`src/rtl/mult_pkg.sv`:
```
// Shared definitions for the multiplier error monitor: default operand width and FSM encoding.
package mult_pkg;

    localparam int unsigned W_DEFAULT = 3;

    typedef logic [1:0] state_t;

    localparam state_t StIdle = 2'd0;
    localparam state_t StRun  = 2'd1;
    localparam state_t StDone = 2'd2;

endpackage

```
`src/rtl/abs_diff.sv`:
```
// Unsigned absolute difference of two 2W-bit products, plus an inequality flag.
module abs_diff
    import mult_pkg::*;
#(
    parameter int unsigned W = W_DEFAULT
) (
    input  logic [2*W-1:0] a,
    input  logic [2*W-1:0] b,
    output logic [2*W-1:0] ed,
    output logic           neq
);

    always_comb begin
        neq = (a != b);
        // Subtract in the order that cannot wrap.
        ed  = (a > b) ? (a - b) : (b - a);
    end

endmodule

```
`src/rtl/mult_error_monitor.sv`:
```
// Compares a multiplier's products against golden ones over a run of N_SAMPLES samples and
// reports mismatch count, summed and maximum absolute error through a 2-stage pipeline.
module mult_error_monitor
    import mult_pkg::*;
#(
    parameter int unsigned W         = W_DEFAULT,
    parameter int unsigned N_SAMPLES = 64,
    localparam int unsigned CW       = $clog2(N_SAMPLES + 1),
    localparam int unsigned SW       = 2 * W + CW
) (
    input  logic            clk,
    input  logic            rst_n,
    input  logic            start,
    input  logic            in_valid,
    input  logic [2*W-1:0]  y_dut,
    input  logic [2*W-1:0]  y_ref,
    output logic            busy,
    output logic            done,
    output logic [CW-1:0]   err_count,
    output logic [SW-1:0]   sum_ed,
    output logic [2*W-1:0]  max_ed
);

    state_t         state_q, state_d;
    logic [CW-1:0]  cnt_q, cnt_d;
    logic           s1_valid_q, s1_valid_d;
    logic           s1_last_q, s1_last_d;
    logic           s1_neq_q, s1_neq_d;
    logic [2*W-1:0] s1_ed_q, s1_ed_d;
    logic           acc_last_q, acc_last_d;
    logic [CW-1:0]  err_q, err_d;
    logic [SW-1:0]  sum_q, sum_d;
    logic [2*W-1:0] max_q, max_d;

    logic [2*W-1:0] ed;
    logic           neq;
    logic           accept;
    logic           enter_run;

    abs_diff #(
        .W(W)
    ) u_abs_diff (
        .a  (y_dut),
        .b  (y_ref),
        .ed (ed),
        .neq(neq)
    );

    always_comb begin
        enter_run = start && (state_q != StRun);
        accept    = (state_q == StRun) && in_valid && (cnt_q < CW'(N_SAMPLES));

        state_d = state_q;
        unique case (state_q)
            StIdle:  if (start) state_d = StRun;
            StRun:   if (acc_last_q) state_d = StDone;
            StDone:  if (start) state_d = StRun;
            default: state_d = StIdle;
        endcase

        cnt_d = cnt_q;
        if (enter_run) begin
            cnt_d = '0;
        end else if (accept) begin
            cnt_d = cnt_q + CW'(1);
        end

        // Stage 1: capture the error of an accepted sample.
        s1_valid_d = accept;
        s1_last_d  = accept && (cnt_q == CW'(N_SAMPLES - 1));
        s1_ed_d    = accept ? ed : s1_ed_q;
        s1_neq_d   = accept ? neq : s1_neq_q;

        // Stage 2: accumulate; acc_last flags that the final sample has just landed.
        err_d      = err_q;
        sum_d      = sum_q;
        max_d      = max_q;
        acc_last_d = 1'b0;
        if (enter_run) begin
            err_d = '0;
            sum_d = '0;
            max_d = '0;
        end else if (s1_valid_q) begin
            err_d      = err_q + CW'(s1_neq_q);
            sum_d      = sum_q + SW'(s1_ed_q);
            max_d      = (s1_ed_q > max_q) ? s1_ed_q : max_q;
            acc_last_d = s1_last_q;
        end
    end

    always_ff @(posedge clk or negedge rst_n) begin
        if (!rst_n) begin
            state_q    <= StIdle;
            cnt_q      <= '0;
            s1_valid_q <= 1'b0;
            s1_last_q  <= 1'b0;
            s1_ed_q    <= '0;
            s1_neq_q   <= 1'b0;
            acc_last_q <= 1'b0;
            err_q      <= '0;
            sum_q      <= '0;
            max_q      <= '0;
        end else begin
            state_q    <= state_d;
            cnt_q      <= cnt_d;
            s1_valid_q <= s1_valid_d;
            s1_last_q  <= s1_last_d;
            s1_ed_q    <= s1_ed_d;
            s1_neq_q   <= s1_neq_d;
            acc_last_q <= acc_last_d;
            err_q      <= err_d;
            sum_q      <= sum_d;
            max_q      <= max_d;
        end
    end

    assign busy      = (state_q == StRun);
    assign done      = (state_q == StDone);
    assign err_count = err_q;
    assign sum_ed    = sum_q;
    assign max_ed    = max_q;

endmodule

```
`config.mk`:
```
export PLATFORM = sky130hd
export DESIGN_NAME = mult_error_monitor
export DESIGN_NICKNAME = d
export VERILOG_FILES = /design/src/rtl/mult_pkg.sv /design/src/rtl/abs_diff.sv /design/src/rtl/mult_error_monitor.sv
export SDC_FILE = /design/constraint.sdc
export NUM_CORES = 1
export LEC_CHECK = 0
export CORE_MARGIN = 2
export CORE_UTILIZATION = 54
export DETAILED_ROUTE_END_ITERATION = 12
export PLACE_DENSITY = 0.8
export SLEW_MARGIN = 20
export SYNTH_ARGS = -nofsm -noshare
export SYNTH_HDL_FRONTEND = slang
export SYNTH_SLANG_ARGS = --single-unit
```
`constraint.sdc`:
```
create_clock -name clk -period 2.6 [get_ports clk]
set_input_delay 0.26 -clock clk [delete_from_list [all_inputs] [get_ports clk]]
set_output_delay 0.26 -clock clk [all_outputs]
set_load 0.01 [all_outputs]
```
==> impl_metrics.toml <==
[outcome]
status = "finished clean"

[route]
drtIter0Drc = 61
wire_per_inst_um = 12.13
drc = 0
wirelength_um = 4900
ant_nets = 0
dr.pass1.iters = 4
routed_via_density = 5.324
vias = 2151

[cts]
clkSinkCount = 45
cts.clk_slew.worst_paths_ns = 0.08
insertion_delay_ns = 0.30
cts_buffer_depth = 2
cts_tree = "built"
postCtsResizedCells = 0
post-cts-setup-buffers = 0
htree_levels = 2
clockRootBuffer = "clkbuf_8"
numCtsBuffers = 5
hold_buffers = 0

[timing]
fin_setup_tns_ns = 0
max_freq_mhz = 418.3
finalHoldViolCount = 0
tightest_slew_ns = 0.9580
period_minus_slack_ns = 2.390
finalSetupViolCount = 0
setup_ws_ns = 0.2096
drv_slew = 0
rsz0062_at_grt = "no"
relSlewSlack_pct = 36.14
finClkSkew_ns = 0.007740
fin_crit_sh_pct = 91.94

[worst_setup_path]
arrival_ns = 2.57
cp_data_required_time_ns = 2.78
path_class = "input port to register"
cp_max_fo = 4
end_kind = "register"
cp-start-kind = "input port"

[yosys]
synth-edff-count = 0
synth_fa_ha_area_share_pct = 14.15
yosys_warnings = 0
synth_seq_cells = 45
synthFlopType = "dfrtp_1"
synthTopCellsByArea = "dfrtp_1, ha_1, nor2_1"
avgSynthCellArea_sq_um = 9.557
synthesis.area_sq_um = 2724
synth_top_family_by_area = "simple AND/OR/NAND/NOR gates"
synthTopCellsByCount = "dfrtp_1, nor2_1, ha_1"
synth.most_common_cell = "dfrtp_1"
yosys.area.top_type_share_pct = 41.34
synth_fp_nets = 330
ys_seq_area_share_pct = 41.34
yosysTopAreaCell = "dfrtp_1"
synth_compound_area_share_pct = 12.95
yosys.area_share.xor_xnor_pct = 5.788
yosys.area_share.simple_pct = 16.67
ys_types = 42
async_flop_share_pct = 100.0
synth.mux.area_fraction_pct = 4.456
syn_inst = 285

[place]
port_buffers = 43
hpwl_um = 3884
gp_routability_congestion = 0.7978
pre_cts_slack_ns = -0.1186

[global_routing]
antenna_found_initial = 0
grt.met3_usage_pct = 3.347
grt_first_pass_wirelength_um = 8211
grt-busiest-layer = "met2"
grt_pass1_vias = 1997
grtUsageMet2_pct = 33.63
grt_overflow = 0
gr-usage-met1_pct = 22.94
grt_start_max_net_pins = 46
grt_usage_pct = 19.10

[power_and_ir_drop]
p_leak_uw = 0.001574
power.density_nw_per_um2 = 925.1
p_total_uw = 3106
ir_drop_mv = 0.3262

[floorplan]
num_rows = 25
io-pin-count = 44
core_region_area_sq_um = 4786
floorplan.die_area_sq_um = 5628
start_util_pct = 56.92
die_width_um = 75.02
die_h_um = 75.02

[worst_hold_path]
hold_path_class = "input port to async pin"

[layout]
drive_gt1_share_pct = 8.012
area_delta_synth_final_pct = 23.24
antennaDiodeCount = 0
finalNetCount = 381

[flow_run]
maxCapViolations = 0
cell usage in the layout (no fill, tap or decap), types with 3 or more instances in the layout:
master | Yosys | final
a21o_1 | 3 | 3
a21oi_1 | 25 | 25
and3_1 | 3 | 3
buf_4 | 2 | 10
clkbuf_8 | 0 | 5
clkdlybuf4s50_1 | 0 | 42
dfrtp_1 | 45 | 45
fa_1 | 3 | 3
ha_1 | 26 | 26
inv_1 | 22 | 22
mux2i_1 | 11 | 11
nand2_1 | 14 | 14
nand3_1 | 4 | 4
nand3b_1 | 3 | 3
nand4_1 | 6 | 6
nor2_1 | 44 | 43
nor2b_1 | 3 | 3
o21ai_0 | 13 | 13
or3_1 | 7 | 7
xnor2_1 | 5 | 5
xor2_1 | 13 | 13
kinds of logic (layout without fill, tap and decap cells):
group | count (synthesis) | in the layout
flip-flops | 45 | 45
adder cells (fa/ha/maj) | 29 | 29
AND/OR/NAND/NOR | 94 | 94
buffers and inverters | 31 | 83
AO/OA/AOI/OAI | 56 | 56
multiplexers | 12 | 12
XOR/XNOR | 18 | 18
state kept, by name, indices dropped and copies added, names as in the netlist:
register	cells
state_q	2
s1_ed_q	6
sum_ed	13
err_count	7
cnt_q	7
s1_neq_q	1
max_ed	6
acc_last_q	1
s1_last_q	1
s1_valid_q	1
per-stage QoR:
stage / hold WS (ns) / utilization, % / instance area, sq um / std cells
6_report: 0.1084 / 70.14 / 3357 / 404
3_5_place_dp: 0.4612 / 68.26 / 3267 / 396
5_1_grt: 0.1813 / 70.14 / 3357 / 404
4_1_cts: 0.1461 / 70.14 / 3357 / 404
3_3_place_gp: 0.4429 / 68.26 / 3267 / 396
2_1_floorplan: -0.03559 / - / 2724 / 285
final timing paths:
| kind | startpoint | end | slack, ns | depth (start not counted) |
|---|---|---|---|---|
| setup reg to reg | s1_ed_q[0]$_DFFE_PN0P_ | sum_ed[8]$_DFFE_PN0P_ | 0.53 | 8 |
| hold / removal | rst_n | sum_ed[1]$_DFFE_PN0P_ | 0.11 | 1 |
| max in group asynchronous | rst_n | max_ed[1]$_DFFE_PN0P_ | 1.90 | 1 |
| setup / recovery | y_dut[0] | s1_ed_q[3]$_DFFE_PN0P_ | 0.21 | 10 |
| hold reg to reg | acc_last_q$_DFF_PN0_ | state_q[0]$_DFFE_PN0P_ | 0.48 | 1 |
| min in group clk | acc_last_q$_DFF_PN0_ | state_q[0]$_DFFE_PN0P_ | 0.48 | 1 |
final cells by class:
type | instances | area (sq um)
clock inverter | 3 | 21.27
sequential | 45 | 1126
clock buffer | 5 | 68.82
fill | 387 | 1429
multi-input combinational | 209 | 1474
timing repair buffer | 53 | 500.5
tap | 67 | 83.83
inverter | 22 | 82.58
critical path: stages:
cell             delay [ns]
clkdlybuf4s50_1        0.48
inv_1                  0.05
ha_1                   0.21
fa_1                   0.39
and2b_4                0.27
o2111ai_2              0.13
a31oi_4                0.29
mux2i_1                0.25
xor2_1                 0.16
a21oi_1                0.08
report_power, final:
| group | switching (uW) | internal (uW) |
|---|---|---|
| Sequential | 213 | 927 |
| Clock | 239 | 191 |
| Combinational | 743 | 794 |
| Total | 1190 | 1910 |
metal layers:
metal / vias to the layer above / share of wire [%]
met5: - / 0
met2: 45 / 51
met4: 0 / 1.6
met1: 1014 / 44
met3: 7 / 3.2
li1: 1085 / -
Note: power is estimated with default switching activity, not from simulation.
